[src/rtl/led_stretch_if.sv]
// Indicator-side signal bundle: fabric event/blink requests in, registered pin drive out.
interface led_stretch_if;
  logic pulse;
  logic blink;
  logic led;
  logic busy;

  modport master (output pulse, output blink, input led, input busy);
  modport slave  (input pulse, input blink, output led, output busy);
endinterface

[src/rtl/led_stretch.sv]
// Stretches fabric pulses to a visible minimum on-time and blinks the indicator
// at a fixed rate while a level request is held.
module led_stretch #(
  parameter int C_CLK_FRQ  = 100_000_000,
  parameter int C_HOLD_MS  = 50,
  parameter int C_BLINK_MS = 250
) (
  input  logic          clk,
  input  logic          rstb,
  led_stretch_if.slave  bus
);
  // 64-bit math: frequency * milliseconds overflows 32 bits at realistic clocks
  localparam longint C_HOLD_CYC  = longint'(C_CLK_FRQ) * C_HOLD_MS  / 1000;
  localparam longint C_BLINK_CYC = longint'(C_CLK_FRQ) * C_BLINK_MS / 1000;
  localparam longint C_MAX_CYC   = (C_HOLD_CYC > C_BLINK_CYC) ? C_HOLD_CYC : C_BLINK_CYC;
  localparam int     CW          = $clog2(C_MAX_CYC + 1);
  localparam logic [CW-1:0] HOLD_TC  = CW'(C_HOLD_CYC - 1);
  localparam logic [CW-1:0] BLINK_TC = CW'(C_BLINK_CYC - 1);

  typedef enum logic [1:0] {IDLE, HOLD, BLINK_ON, BLINK_OFF} state_t;

  state_t          state_q, state_d;
  logic [CW-1:0]   cnt_q, cnt_d;
  logic            led_q, led_d;
  logic            busy_q, busy_d;

  always_comb begin
    state_d = state_q;
    cnt_d   = cnt_q;
    case (state_q)
      IDLE: begin
        if (bus.blink) begin
          state_d = BLINK_ON;
          cnt_d   = '0;
        end else if (bus.pulse) begin
          state_d = HOLD;
          cnt_d   = '0;
        end
      end
      HOLD: begin
        if (bus.blink) begin
          state_d = BLINK_ON;
          cnt_d   = '0;
        end else if (bus.pulse) begin
          cnt_d   = '0;
        end else if (cnt_q == HOLD_TC) begin
          state_d = IDLE;
          cnt_d   = '0;
        end else begin
          cnt_d   = cnt_q + CW'(1);
        end
      end
      BLINK_ON, BLINK_OFF: begin
        // Pulses during blink are dropped; only the exit edge can enter HOLD
        if (!bus.blink) begin
          state_d = bus.pulse ? HOLD : IDLE;
          cnt_d   = '0;
        end else if (cnt_q == BLINK_TC) begin
          state_d = (state_q == BLINK_ON) ? BLINK_OFF : BLINK_ON;
          cnt_d   = '0;
        end else begin
          cnt_d   = cnt_q + CW'(1);
        end
      end
      default: begin
        state_d = IDLE;
        cnt_d   = '0;
      end
    endcase
    led_d  = (state_d == HOLD) || (state_d == BLINK_ON);
    busy_d = (state_d != IDLE);
  end

  always_ff @(posedge clk) begin
    if (!rstb) begin
      state_q <= IDLE;
      cnt_q   <= '0;
      led_q   <= 1'b0;
      busy_q  <= 1'b0;
    end else begin
      state_q <= state_d;
      cnt_q   <= cnt_d;
      led_q   <= led_d;
      busy_q  <= busy_d;
    end
  end

  assign bus.led  = led_q;
  assign bus.busy = busy_q;
endmodule
[src/flat_wrapper.sv]
// flat-port wrapper written by rule: the top's interface ports become plain ports
module led_stretch_flat 
#(
  parameter int C_CLK_FRQ  = 100_000_000,
  parameter int C_HOLD_MS  = 50,
  parameter int C_BLINK_MS = 250
)
  (clk, rstb, bus_pulse, bus_blink, bus_led, bus_busy);
  led_stretch_if bus_i ();
  input  logic clk;
  input  logic rstb;
  input wire logic [$bits(bus_i.pulse)-1:0] bus_pulse;
  input wire logic [$bits(bus_i.blink)-1:0] bus_blink;
  output wire logic [$bits(bus_i.led)-1:0] bus_led;
  output wire logic [$bits(bus_i.busy)-1:0] bus_busy;
  assign bus_i.pulse = bus_pulse;
  assign bus_i.blink = bus_blink;
  assign bus_led = bus_i.led;
  assign bus_busy = bus_i.busy;
  led_stretch #(.C_CLK_FRQ(C_CLK_FRQ), .C_HOLD_MS(C_HOLD_MS), .C_BLINK_MS(C_BLINK_MS)) u_core (.clk(clk), .rstb(rstb), .bus(bus_i));
endmodule
[config.mk]
export PLATFORM = sky130hd
export DESIGN_NAME = led_stretch_flat
export DESIGN_NICKNAME = d
export VERILOG_FILES = /design/src/rtl/led_stretch_if.sv /design/src/rtl/led_stretch.sv /design/src/flat_wrapper.sv
export SDC_FILE = /design/constraint.sdc
export NUM_CORES = 1
export LEC_CHECK = 0
export CAP_MARGIN = 20
export CORE_MARGIN = 3
export CORE_UTILIZATION = 45
export DETAILED_ROUTE_END_ITERATION = 6
export PLACE_DENSITY = 0.58
export SLEW_MARGIN = 10
export SYNTH_ARGS = -nofsm -noshare
export SYNTH_HDL_FRONTEND = slang
export SYNTH_SLANG_ARGS = --single-unit
[constraint.sdc]
create_clock -name clk -period 3 [get_ports clk]
set_clock_uncertainty 0.15 [all_clocks]
set_input_delay 0.3 -clock clk [delete_from_list [all_inputs] [get_ports clk]]
set_output_delay 0.3 -clock clk [all_outputs]
set_load 0.02 [all_outputs]
==> impl_metrics.ini <==
[run_status]
outcome = complete, no violations

[synth]
async_flop_share_pct = 0
synthCells = 167
syn_nets = 173
synth-seq-cells = 29
synth_area_um2 = 1480
yosys_warnings = 0
yosysUniqueCellTypes = 39
ys_dominant_reg_cell = dfxtp_1
synth.yosys.seq_area_share_pct = 39.1
syn_avg_cell_area_um2 = 8.89
synth_edf_count = 0

[clocking]
clk_path_buf_depth = 2
cts_tree = built
post_cts_buffers = 0
cts_root_buf = clkbuf_4
cts_buffers = 5
clk_pin_slew_ns = 0.09
holdBufCountCts = 0
cts_resized = 0
clk_latency_ns = 0.33
clock-sinks = 29
ctsHtreeMaxLevel = 2

[hold_path]
hold_start = u_core.cnt_q[11]
min_path_type = flip-flop to flip-flop

[grt]
grt.overflow.total = 0
grt_pass1_wl_mm = 5.35
gr-usage-all-layers_pct = 16.8
first_global_vias = 1161
grt_max_degree = 20
grt_antenna_before_repair = 0

[worst_setup_path]
crit_fanout = 7
reg2reg_from = u_core.cnt_q[15]
end_kind = flip-flop
critical_path_class = flip-flop to flip-flop
worst_path_largest_cell_delay_ns = 0.57
cp.required_ns = 3.07
reg2reg_depth = 7
crit_chain = or4b_4 > nor4_4 > nand4_1 > xnor2_1 > o22a_1 > ha_1 > and2_1
critPathArrivalTime_ns = 2.58
r2r_end = u_core.bus.led
critPathLaunch = u_core.cnt_q[15]
ff2ff_setup_slack_ns = 0.49
crit_slowest_cell = or4b_4
startpoint_type = flip-flop
endpoint = u_core.bus.led

[detailed_routing]
ant_nets = 0
dr.first_iter.drc_count = 71
wl_per_cell_um = 13.1
viasPerCell = 5.47
drcViolationCount = 0
firstDrtPassIters = 4
vias = 1204
wl_mm = 2.89

[placement]
gp_congestion = 0.831
dpl.hpwl_mm = 2.13
port-buffer-count = 5
place_worst_setup_slack_ns = 0.451

[die]
die_area_um2 = 4020
num_rows = 20
coreArea_um2 = 3100
fp.dieH_um = 63.4
initial_core_util_pct = 47.8
top_level_ports = 6
fp.dieW_um = 63.4

[sta]
setup_slack_ns = 0.485
rsz0062_at_grt = no
timing.final.hold_violations = 0
max_slew_margin_pct = 73.8
fin_crit_ns = 2.51
drv_slew = 0
fin_setup_tns_ns = 0
timing.fmax_ghz = 0.398
tightest_slew_ns = 0.392
setup-violations-final = 0
period_share_pct = 83.8

[final_layout]
diodes = 0
drive_gt1_share_pct = 11.4
nets = 182
layout-area-overhead-vs-synth_pct = 10.3

[run]
cap_violations = 0

[pwr]
ir_drop_uv = 168
leakage_nw = 0.524
power.total_mw = 0.671
p_per_area_nw_per_um2 = 410
==> worst max-delay path, delay by kind of cell (launching register included) <==
family          cells  cell delay, ns
xor+xnor            1            0.17
simple gates        4            1.25
flops               1            0.39
fa+ha+maj           1            0.28
compound gates      1            0.17
==> logic make-up (layout without fill, tap and decap cells) <==
logic type | after synthesis | count (layout) | share of synthesized area, %
AND/OR/NAND/NOR | 88 | 88 | 33.4
flip-flops | 29 | 29 | 39.1
XOR/XNOR | 23 | 23 | 13.6
AO/OA/AOI/OAI | 13 | 13 | 7.67
buffers and inverters | 11 | 20 | 3.88
adder cells (fa/ha/maj) | 2 | 2 | 1.69
multiplexers | 1 | 1 | 0.675
==> layer usage <==
metal | global-route usage (%) | wire (µm) | vias up
met5 | 0 | 0 | -
met4 | 7.28 | 51 | 0
met3 | 6.24 | 131 | 6
met2 | 24.9 | 1310 | 18
met1 | 21.7 | 1400 | 573
li1 | - | - | 607
==> how the worst min path moves through the flow <==
stage	endpoint	slack [ns]	cells past startpoint
final	u_core.cnt_q[11]	0.35	2
after global routing	u_core.cnt_q[11]	0.38	2
after CTS	u_core.cnt_q[11]	0.35	2
after detailed placement	u_core.cnt_q[11]	0.34	2
after global placement	u_core.cnt_q[11]	0.32	2
after floorplan	u_core.state_q[0]	0.27	1
==> layout make-up <==
cell class | count | area (µm²)
repair buffers | 7 | 77.6
fillers | 307 | 1470
inverters | 6 | 22.5
flip-flops and latches | 29 | 581
multi-input cells | 127 | 846
clock buffers | 7 | 55.1
well taps | 44 | 55.1
==> report_power, final <==
| part | total (mW) | switching, mW | leakage [nW] | internal (mW) |
|---|---|---|---|---|
| combinational | 0.0408 | 0.0220 | 0.258 | 0.0188 |
| clock | 0.238 | 0.127 | 0.0314 | 0.110 |
| sequential | 0.392 | 0.00286 | 0.235 | 0.389 |
==> registers in the layout, summed over array words and instances, names as in the netlist <==
| register | count |
|---|---|
| u_core.bus.busy | 1 |
| u_core.bus.led | 1 |
| u_core.cnt_q | 25 |
| u_core.state_q | 2 |
==> cells in the final DEF, fill, tap and decap left out, drive strengths merged, types with 2 or more instances in the layout <==
cell type,instances
a211oi,2
clkdlybuf4s50,5
nor3,4
xor2,12
inv,6
nor4,5
and4,3
xnor2,11
or3,3
buf,2
or2,2
o2111ai,2
nor2,29
clkbuf,7
ha,2
nand2,8
nand3,12
or4b,2
nand4,9
a21oi,3
and3,4
dfxtp,29
==> Yosys cell counts, types with 2 or more instances <==
| cell type | instances | share of area [%] |
|---|---|---|
| a211oi_1 | 2 | 1.0 |
| a21oi_1 | 3 | 1.0 |
| nand4_1 | 9 | 3.8 |
| buf_6 | 2 | 1.5 |
| and4_1 | 3 | 1.8 |
| nand2_1 | 8 | 2.0 |
| nand3_1 | 12 | 4.0 |
| ha_1 | 2 | 1.7 |
| nor2_2 | 3 | 1.3 |
| and3_1 | 4 | 1.7 |
| nor3_1 | 4 | 1.3 |
| xnor2_1 | 11 | 6.5 |
| clkbuf_1 | 2 | 0.51 |
| or2_2 | 2 | 0.84 |
| nor4_1 | 4 | 1.7 |
| o2111ai_1 | 2 | 1.2 |
| inv_1 | 6 | 1.5 |
| nor2_1 | 26 | 6.6 |
| dfxtp_1 | 29 | 39 |
| xor2_1 | 12 | 7.1 |
| or3_1 | 3 | 1.3 |
==> stage by stage <==
step	instances	utilization, %	hold WS (ns)	area (µm²)
after CTS	220	52.7	0.350	1640
after global placement	213	51.0	0.321	1580
after global routing	220	52.7	0.382	1640
after detailed placement	213	51.0	0.338	1580
after floorplan	167	-	0.269	1480
final	220	52.7	0.346	1640
Note: power is estimated with default switching activity, not from simulation.
